==> config.mk <==
export PLATFORM = sky130hd
export DESIGN_NAME = led_sequence_monitor
export DESIGN_NICKNAME = d
export VERILOG_FILES = /design/src/rtl/traffic_pkg.sv /design/src/rtl/led_phase_decode.sv /design/src/rtl/led_sequence_monitor.sv
export SDC_FILE = /design/constraint.sdc
export NUM_CORES = 1
export LEC_CHECK = 0
export ABC_AREA = 0
export BUFFER_PORTS_ARGS = -buffer_cell sky130_fd_sc_hd__buf_2
export CAP_MARGIN = 5
export CORE_ASPECT_RATIO = 2
export CORE_MARGIN = 1
export CORE_UTILIZATION = 50
export CTS_CLUSTER_DIAMETER = 100
export CTS_CLUSTER_SIZE = 25
export DETAILED_ROUTE_END_ITERATION = 10
export PLACE_DENSITY = 0.75
export RECOVER_POWER = 25
export SYNTH_ARGS = -nofsm -noshare
export SYNTH_HDL_FRONTEND = slang
export SYNTH_SLANG_ARGS = --single-unit
==> constraint.sdc <==
create_clock -name clk -period 1.99 [get_ports clk]
set_input_delay 0.398 -clock clk [delete_from_list [all_inputs] [get_ports clk]]
set_output_delay 0.398 -clock clk [all_outputs]
set_load 0.005 [all_outputs]
==> src/rtl/traffic_pkg.sv <==
// Shared encodings for the traffic-light sequence monitor: phases, LED patterns, error codes.
package traffic_pkg;

  typedef enum logic [2:0] {
    PhNone    = 3'd0,
    PhMg      = 3'd1,
    PhMy      = 3'd2,
    PhSg      = 3'd3,
    PhSy      = 3'd4,
    PhWalk    = 3'd5,
    PhIllegal = 3'd6
  } phase_e;

  // LED bit order: Main_Red, Main_Yellow, Main_Green, Side_Red, Side_Yellow, Side_Green, Walk
  localparam logic [6:0] LedMg   = 7'b0011000;
  localparam logic [6:0] LedMy   = 7'b0101000;
  localparam logic [6:0] LedSg   = 7'b1000010;
  localparam logic [6:0] LedSy   = 7'b1000100;
  localparam logic [6:0] LedWalk = 7'b1001001;

  localparam logic [1:0] ErrNone       = 2'b00;
  localparam logic [1:0] ErrPattern    = 2'b01;
  localparam logic [1:0] ErrTransition = 2'b10;
  localparam logic [1:0] ErrYellow     = 2'b11;

  // True when moving from 'from_ph' to a legal 'to_ph' follows the controller's cycle.
  function automatic logic legal_transition(phase_e from_ph, phase_e to_ph);
    logic ok;
    ok = 1'b0;
    case (from_ph)
      PhNone:    ok = (to_ph == PhMg);
      PhMg:      ok = (to_ph == PhMy);
      PhMy:      ok = (to_ph == PhSg) || (to_ph == PhWalk);
      PhWalk:    ok = (to_ph == PhSg);
      PhSg:      ok = (to_ph == PhSy);
      PhSy:      ok = (to_ph == PhMg);
      PhIllegal: ok = (to_ph != PhIllegal) && (to_ph != PhNone);
      default:   ok = 1'b0;
    endcase
    return ok;
  endfunction

endpackage

==> src/rtl/led_phase_decode.sv <==
// Combinational LED pattern to phase decoder; anything unrecognised is ILLEGAL.
module led_phase_decode
  import traffic_pkg::*;
(
  input  logic [6:0] leds_i,
  output phase_e     phase_o
);

  // Exact-match decode of the five legal light patterns
  always_comb begin
    phase_o = PhIllegal;
    unique case (leds_i)
      LedMg:   phase_o = PhMg;
      LedMy:   phase_o = PhMy;
      LedSg:   phase_o = PhSg;
      LedSy:   phase_o = PhSy;
      LedWalk: phase_o = PhWalk;
      default: phase_o = PhIllegal;
    endcase
  end

endmodule

==> src/rtl/led_sequence_monitor.sv <==
// Watches traffic controller LEDs, debounces them into phases, times each phase and
// latches the first sequencing error seen.
module led_sequence_monitor
  import traffic_pkg::*;
#(
  parameter int unsigned STABLE_CYCLES = 2,
  parameter logic [3:0]  MAX_YELLOW    = 4'd6
) (
  input  logic       clk,
  input  logic       Reset,
  input  logic [6:0] LEDs,
  input  logic       oneHz_enable,
  input  logic       Clear_Error,
  output logic [2:0] Phase,
  output logic [3:0] Phase_Seconds,
  output logic [3:0] Last_Duration,
  output logic       Error,
  output logic [1:0] Error_Code,
  output logic [7:0] Walk_Count
);

  localparam logic [2:0] StableMax  = 3'(STABLE_CYCLES);
  localparam logic [2:0] StableLast = 3'(STABLE_CYCLES - 1);

  logic [6:0] led_q, led_d;
  logic [2:0] cnt_q, cnt_d;
  phase_e     phase_q, phase_d;
  logic [3:0] secs_q, secs_d;
  logic [3:0] last_q, last_d;
  logic       err_q, err_d;
  logic [1:0] code_q, code_d;
  logic [7:0] walk_q, walk_d;

  phase_e     dec_phase;
  logic       accept;
  logic [1:0] new_err;

  led_phase_decode u_decode (
    .leds_i  (led_q),
    .phase_o (dec_phase)
  );

  // Next-state: debounce, phase tracking, timing and sticky error capture
  always_comb begin
    led_d   = LEDs;
    cnt_d   = cnt_q;
    phase_d = phase_q;
    secs_d  = secs_q;
    last_d  = last_q;
    err_d   = err_q;
    code_d  = code_q;
    walk_d  = walk_q;
    new_err = ErrNone;

    // The registered pattern counts as held once the input still matches it
    accept = (LEDs == led_q) && (cnt_q == StableLast);
    if (LEDs != led_q) begin
      cnt_d = 3'd0;
    end else if (cnt_q != StableMax) begin
      cnt_d = cnt_q + 3'd1;
    end

    if (accept && (dec_phase != phase_q)) begin
      // A phase change swallows any coincident tick
      phase_d = dec_phase;
      last_d  = secs_q;
      secs_d  = 4'd0;
      if (dec_phase == PhIllegal) begin
        new_err = ErrPattern;
      end else if (!legal_transition(phase_q, dec_phase)) begin
        new_err = ErrTransition;
      end
      if (dec_phase == PhWalk) begin
        walk_d = walk_q + 8'd1;
      end
    end else if (oneHz_enable) begin
      if (secs_q != 4'hF) begin
        secs_d = secs_q + 4'd1;
      end
      // Only the step from MAX_YELLOW to MAX_YELLOW+1 flags, so once per visit
      if (((phase_q == PhMy) || (phase_q == PhSy)) && (secs_q == MAX_YELLOW) &&
          (secs_q != 4'hF)) begin
        new_err = ErrYellow;
      end
    end

    // First error wins; a clear in the same cycle lets a fresh error through
    if ((new_err != ErrNone) && (!err_q || Clear_Error)) begin
      err_d  = 1'b1;
      code_d = new_err;
    end else if (Clear_Error) begin
      err_d  = 1'b0;
      code_d = ErrNone;
    end
  end

  // State registers with synchronous active-high reset
  always_ff @(posedge clk) begin
    if (Reset) begin
      led_q   <= 7'd0;
      cnt_q   <= 3'd0;
      phase_q <= PhNone;
      secs_q  <= 4'd0;
      last_q  <= 4'd0;
      err_q   <= 1'b0;
      code_q  <= ErrNone;
      walk_q  <= 8'd0;
    end else begin
      led_q   <= led_d;
      cnt_q   <= cnt_d;
      phase_q <= phase_d;
      secs_q  <= secs_d;
      last_q  <= last_d;
      err_q   <= err_d;
      code_q  <= code_d;
      walk_q  <= walk_d;
    end
  end

  assign Phase         = phase_q;
  assign Phase_Seconds = secs_q;
  assign Last_Duration = last_q;
  assign Error         = err_q;
  assign Error_Code    = code_q;
  assign Walk_Count    = walk_q;

endmodule

=== Word-level counts from Yosys, hierarchy flattened ===
Index checks and enable logic that the tools add are counted.

* Register bits: 32
* Input bits: 11
* Word-level logic and storage cells: 68

* $add $sub $neg: 3
* Equal/unequal tests: 25
* Mux-type cells: 13
* Reductions and logical operators: 19

{| class="wikitable"
|+ Operators with widths
! operator !! number
|-
| 7-bit equality test, second input constant || 3
|-
| 3-bit equality test, second input constant || 6
|-
| 3-bit case mux with 5 select lines || 1
|-
| 2-bit two-way mux || 7
|-
| 3-bit by 2-bit equality test with 1-bit output, second input constant || 4
|-
| 3-bit by 1-bit equality test with 1-bit output, second input constant || 3
|-
| 8-bit by 1-bit adder with 8-bit output, second input constant || 1
|-
| 7-bit by 5-bit equality test with 1-bit output, second input constant || 1
|-
| 7-bit by 6-bit equality test with 1-bit output, second input constant || 1
|-
| 7-bit equality test || 1
|-
| 7-bit != test || 1
|-
| 1-bit logical AND || 6
|-
| 1-bit case mux with 6 select lines || 1
|-
| 2-bit OR reduction || 3
|-
| 4-bit by 1-bit adder with 4-bit output, second input constant || 1
|-
| 4-bit by 3-bit equality test with 1-bit output, second input constant || 1
|-
| 1-bit two-way mux || 4
|-
| 4-bit != test, second input constant || 1
|-
| 2-bit AND reduction || 2
|-
| 2-bit nonzero test || 2
|-
| 3-bit by 1-bit adder with 3-bit output, second input constant || 1
|-
| 3-bit logical NOT || 1
|-
| 1-bit logical OR || 3
|-
| 3-bit by 2-bit != test with 1-bit output, second input constant || 1
|-
| 4 further kinds || 4
|}

=== Depth between registers and ports, before layout ===
* Word-level depth: 13
* Mapped depth: 9
* Depth with buffers taken out: 8

=== Cells and area by module ===
Synthesis repeated with hierarchy kept, for this count alone.

* Cell total of the unflattened synthesis: 197
* Area, all modules: 1689.1 um^2

{| class="wikitable"
|+ Modules (own cells, without submodules)
! module !! instances !! cells each !! area an instance (um^2) !! sequential area each (um^2)
|-
| led_sequence_monitor || 1 || 178 || 1559.0 || 640.6
|-
| led_phase_decode || 1 || 19 || 130.1 || 0.0
|}

=== Worst setup path before layout ===
Ideal clock, no wire load.

* Kind: register to register
* Start point: register led_q[3]
* End point: register walk_q[6] (netlist: Walk_Count[6])
* Arrival: 2.081 ns
* Data required time: 1.869 ns
* Setup slack: -0.213 ns
* Cell stages (with the launch flop): 8
* Path buffers: 0
* Period minus slack after synthesis: 2.203 ns
* Cells stage by stage: dfxtp_1 nor4b_4 nand3_1 o41a_1 a22o_4 nand2_8 nor3_2 mux2_4

* Longest elaborated chain between the ends: 5
* Elaborated cells on any way between the ends: 12
* Classes of those cells: eq/ne: 8; mux: 1; reduce/logical: 3

{| class="wikitable"
|+ RTL lines
! what !! RTL line !! source
|-
| from (decl) || led_sequence_monitor.sv:25 || <nowiki>logic [6:0] led_q, led_d;</nowiki>
|-
| from (signal assigned) || led_sequence_monitor.sv:109 || <nowiki>led_q <= led_d;</nowiki>
|-
| 7-bit equality test (tied with other cells) || led_phase_decode.sv:12 || <nowiki>unique case (leds_i)</nowiki>
|-
| 3-bit case mux with 5 select lines || led_phase_decode.sv:12 ||
|-
| 3-bit != test || led_sequence_monitor.sv:63 || <nowiki>if (accept && (dec_phase != phase_q)) begin</nowiki>
|-
| 1-bit logical AND || led_sequence_monitor.sv:63 ||
|-
| 2-bit AND reduction (no line) * || n/a ||
|-
| to (signal assigned) || led_sequence_monitor.sv:116 || <nowiki>walk_q <= walk_d;</nowiki>
|-
| to (decl) || led_sequence_monitor.sv:32 || <nowiki>logic [7:0] walk_q, walk_d;</nowiki>
|}

Every way passes the cells marked *; elsewhere a longest branch is shown, timed or not.
A chain may end at the register's enable or synchronous reset.

=== Worst setup path after layout ===
* Start point: register led_q[3]
* End point: register code_q[1] (netlist: Error_Code[1])

* Longest elaborated chain between the ends: 13
* Elaborated cells on any way between the ends: 30
* Classes of those cells: eq/ne: 14; mux: 8; reduce/logical: 8

{| class="wikitable"
|+ RTL lines
! what !! RTL line !! source
|-
| 7-bit equality test (tied with other cells) || led_phase_decode.sv:12 ||
|-
| 3-bit case mux with 5 select lines || led_phase_decode.sv:12 ||
|-
| 3-bit != test (tied with other cells) || traffic_pkg.sv:37 || <nowiki>PhIllegal: ok = (to_ph != PhIllegal) && (to_ph != PhNone);</nowiki>
|-
| 1-bit logical AND or 1-bit logical OR (tied branches) || traffic_pkg.sv:37, traffic_pkg.sv:33 ||
|-
| 1-bit case mux with 6 select lines || traffic_pkg.sv:30 || <nowiki>case (from_ph)</nowiki>
|-
| 1-bit two-way mux || led_sequence_monitor.sv:68 || <nowiki>if (dec_phase == PhIllegal) begin</nowiki>
|-
| 1-bit two-way mux || led_sequence_monitor.sv:63 ||
|-
| 2-bit two-way mux || led_sequence_monitor.sv:70 || <nowiki>end else if (!legal_transition(phase_q, dec_phase)) begin</nowiki>
|-
| 2-bit two-way mux || led_sequence_monitor.sv:68 ||
|-
| 2-bit two-way mux * || led_sequence_monitor.sv:63 ||
|-
| 2-bit nonzero test || led_sequence_monitor.sv:88 || <nowiki>if ((new_err != ErrNone) && (!err_q || Clear_Error)) begin</nowiki>
|-
| 1-bit logical AND || led_sequence_monitor.sv:88 ||
|-
| 2-bit two-way mux or 2-bit nonzero test (tied branches) || n/a ||
|-
| to (signal assigned) || led_sequence_monitor.sv:106 || <nowiki>code_q <= ErrNone;</nowiki>
|-
| to (signal assigned) || led_sequence_monitor.sv:115 || <nowiki>code_q <= code_d;</nowiki>
|-
| to (decl) || led_sequence_monitor.sv:31 || <nowiki>logic [1:0] code_q, code_d;</nowiki>
|}

Every way passes the cells marked *; elsewhere a longest branch is shown, timed or not. The select of a mux whose other input is x is not followed.

==> results.toml <==
[detailed_routing]
drc = 0
postRouteAntennaNets = 0
drtIter0Drc = 78
avgRoutedWirePerCell_um = 15.7
drtPass1Iterations = 5
drt-total-wl_mm = 5.33
vias_per_cell = 5.61
vias = 1906

[finish]
multi_input_area_sq_um = 1330
drive_gt1_share_pct = 45.0
fillers = 281
final_area_sq_um = 2720
layout.nets = 307
ff_latch_area_sq_um = 657
syn2layout_area_growth_pct = 46.0
n_antenna_cell = 0
post_layout_nonfiller_instances = 340

[cts]
cts.clk_slew.worst_paths_ns = 0.07
htreeDepth = 2
cts_buffer_depth = 2
clk_latency_ns = 0.29
cts_tree = "yes"
cts_buffers = 5
clock-sinks = 32
root_buffer = "clkbuf_8"

[global_route]
grt_max_degree = 19
grt_pass1_wl_mm = 7.66
overflow = 0
grt_use_total_pct = 26.7
grt_pass1_vias = 1792
antenna_found_initial = 0

[power]
power_uw = 1440
vdd_drop_max_v = 0.000561
comb_power_share_pct = 10.5
power_frac_seq_pct = 46.8
intPower_uw = 1100
powerDensity_nw_per_um2 = 529
p_leak_uw = 0.00111
pwr-share-clk_pct = 42.7
p_switching_uw = 340
switching_share_pct = 23.6

[yosys]
async_flop_share_pct = 0
synthCells = 210
syn_area_sq_um = 1860
synth_top_flop_cell = "dfxtp_1"
synth_seq_cells = 32
avgSynthCellArea_sq_um = 8.88
synth_edf_count = 0
syn_nets = 227
synth.lib_cells_used.distinct = 54
ys_seq_area_share_pct = 34.4
yosys_warnings = 0

[sta]
skew_ns = 0.00603
rsz0062_at_grt = "true"
worst_slack_ns = -0.373
layout_min_cycle_time_ns = 2.36
fmax_mhz = 423
period_share_pct = 119
worst_pin_slew_ns = 0.374
setup_viol = 19
slew_headroom_pct = 75.0
slew_violations = 0
finalHoldViolations = 0

[worst_setup_path]
startpoint_type = "flop"
critPathArrivalTime_ns = 2.54
cp.required_ns = 2.16
worstSetupEndpointType = "flop"
worstPathMaxFanout = 5
reg2reg_depth = 10
path_class = "flop to flop"

[place]
portBuffers = 32
dp.cells = 324
place_ws_ns = -0.282
place_congestion = 0.899
dp_hpwl_mm = 3.64
dpl_cell_area_sq_um = 2390

[floorplanning]
die-area_sq_um = 3990
die_w_um = 45.2
fp.dieH_um = 88.4
core_sq_um = 3610
initial_core_util_pct = 51.7
rows = 31
boundaryPins = 33

[run_status]
status = "complete, but fails checks"
violations = "setup timing"

[worst_hold_path]
worstHoldPathType = "input port to flop"
hold_depth = 2

[flow_run]
max_cap_violations = 0
-- kinds of logic (layout without fill, tap and decap cells) --
logic type | count (synthesis) | count (layout) | synth area share (%)
XOR/XNOR | 17 | 17 | 7.99
adder cells (fa/ha/maj) | 6 | 6 | 4.03
AO/OA/AOI/OAI | 39 | 39 | 15.2
AND/OR/NAND/NOR | 97 | 97 | 32.5
buffers and inverters | 14 | 95 | 3.02
multiplexers | 5 | 5 | 2.95
flip-flops | 32 | 32 | 34.4
-- layer usage --
layer / wire length, um / global-route usage, %
met5: 0 / 0
met3: 167 / 6.94
met2: 3040 / 49.3
met4: 293 / 17.9
met1: 1830 / 23.6
-- cell type report --
| cell class | instances | share of cell area, % |
|---|---|---|
| Timing Repair Buffer | 80 | 19.7 |
| Clock buffer | 6 | 2.67 |
| Sequential cell | 32 | 24.1 |
| Tap cell | 49 | 2.25 |
| Clock inverter | 2 | 1.29 |
| Multi-Input combinational cell | 164 | 48.8 |
| Inverter | 7 | 1.15 |
-- state kept, by name (all words and copies together), names as in the netlist --
signal / count
Walk_Count: 8
led_q: 7
Last_Duration: 4
Phase_Seconds: 4
Phase: 3
cnt_q: 3
Error_Code: 2
Error: 1
-- path summary, 6_finish.rpt --
check / slack (ns) / end / start
max reg2reg: -0.37 / Error_Code[1]$_SDFFE_PP0P_ / led_q[3]$_SDFF_PP0_
min reg2reg: 0.45 / Last_Duration[1]$_SDFFE_PP0N_ / Last_Duration[1]$_SDFFE_PP0N_
min: 0.35 / led_q[4]$_SDFF_PP0_ / LEDs[4]
max: -0.37 / Error_Code[1]$_SDFFE_PP0P_ / led_q[3]$_SDFF_PP0_
-- cell usage after synthesis (all sizes together) (5+ instances only) --
cell	count	area, sq um
a21oi	12	60.1
dfxtp	32	641
ha	6	75.1
inv	6	22.5
nand2	18	83.8
nand2b	5	31.3
nand3	8	40.0
nand4	8	50.1
nor2	18	75.1
nor2b	12	75.1
nor3	5	35.0
o211ai	6	45.0
xnor2	12	105
xor2	5	43.8
-- power by group through the flow --
stage               Sequential (uW)  Combinational, uW  Clock [uW]
floorplan                       684               70.1           0
global placement                686                131           0
detailed placement              688                133           0
CTS                             674                142         633
global route                    676                162         659
finish                          675                151         615
-- worst max-delay path, stage by stage, from the launching register on --
cell and delay [ns]:
dfxtp_4 0.37, nor4b_4 0.39, buf_4 0.19, and3_4 0.16, o211ai_1 0.14, buf_4 0.17
a22oi_2 0.27, buf_4 0.17, o21ai_2 0.06, a21oi_1 0.22, o21bai_1 0.11
-- placed cells by master (no fill, tap or decap), drive strengths merged, types with 3 or more instances in the layout --
master	synthesis	routed
dfxtp	32	32
nor2b	12	12
inv	6	6
o21ai	4	4
nor3	5	5
buf	3	80
xor2	5	5
and3	4	4
xnor2	12	12
ha	6	6
nand2	18	18
nor2	18	18
nor4	3	3
nor4b	3	3
nand3	8	8
nand2b	5	5
a21oi	12	12
nand4	8	8
clkbuf	4	6
o211ai	6	6
mux2i	4	4
-- repair_timing --
item | in CTS | in global routing
hold buffers | 0 | 0
pin swaps | 21 | 22
hold endpoints to repair | 0 | 0
setup buffers | 3 | 5
endpoints found under the setup margin | 19 | 21
resized for setup | 19 | 16
-- through the flow --
step / hold WS (ns) / utilization, % / TNS, ns
2_1_floorplan: 0.453 / - / -1.41
4_1_cts: 0.349 / 71.9 / -2.93
3_5_place_dp: 0.445 / 66.2 / -3.76
5_1_grt: 0.355 / 75.5 / -5.46
3_3_place_gp: 0.440 / 66.2 / -3.47
6_report: 0.349 / 75.5 / -3.52
Note: power is estimated with default switching activity, not from simulation.
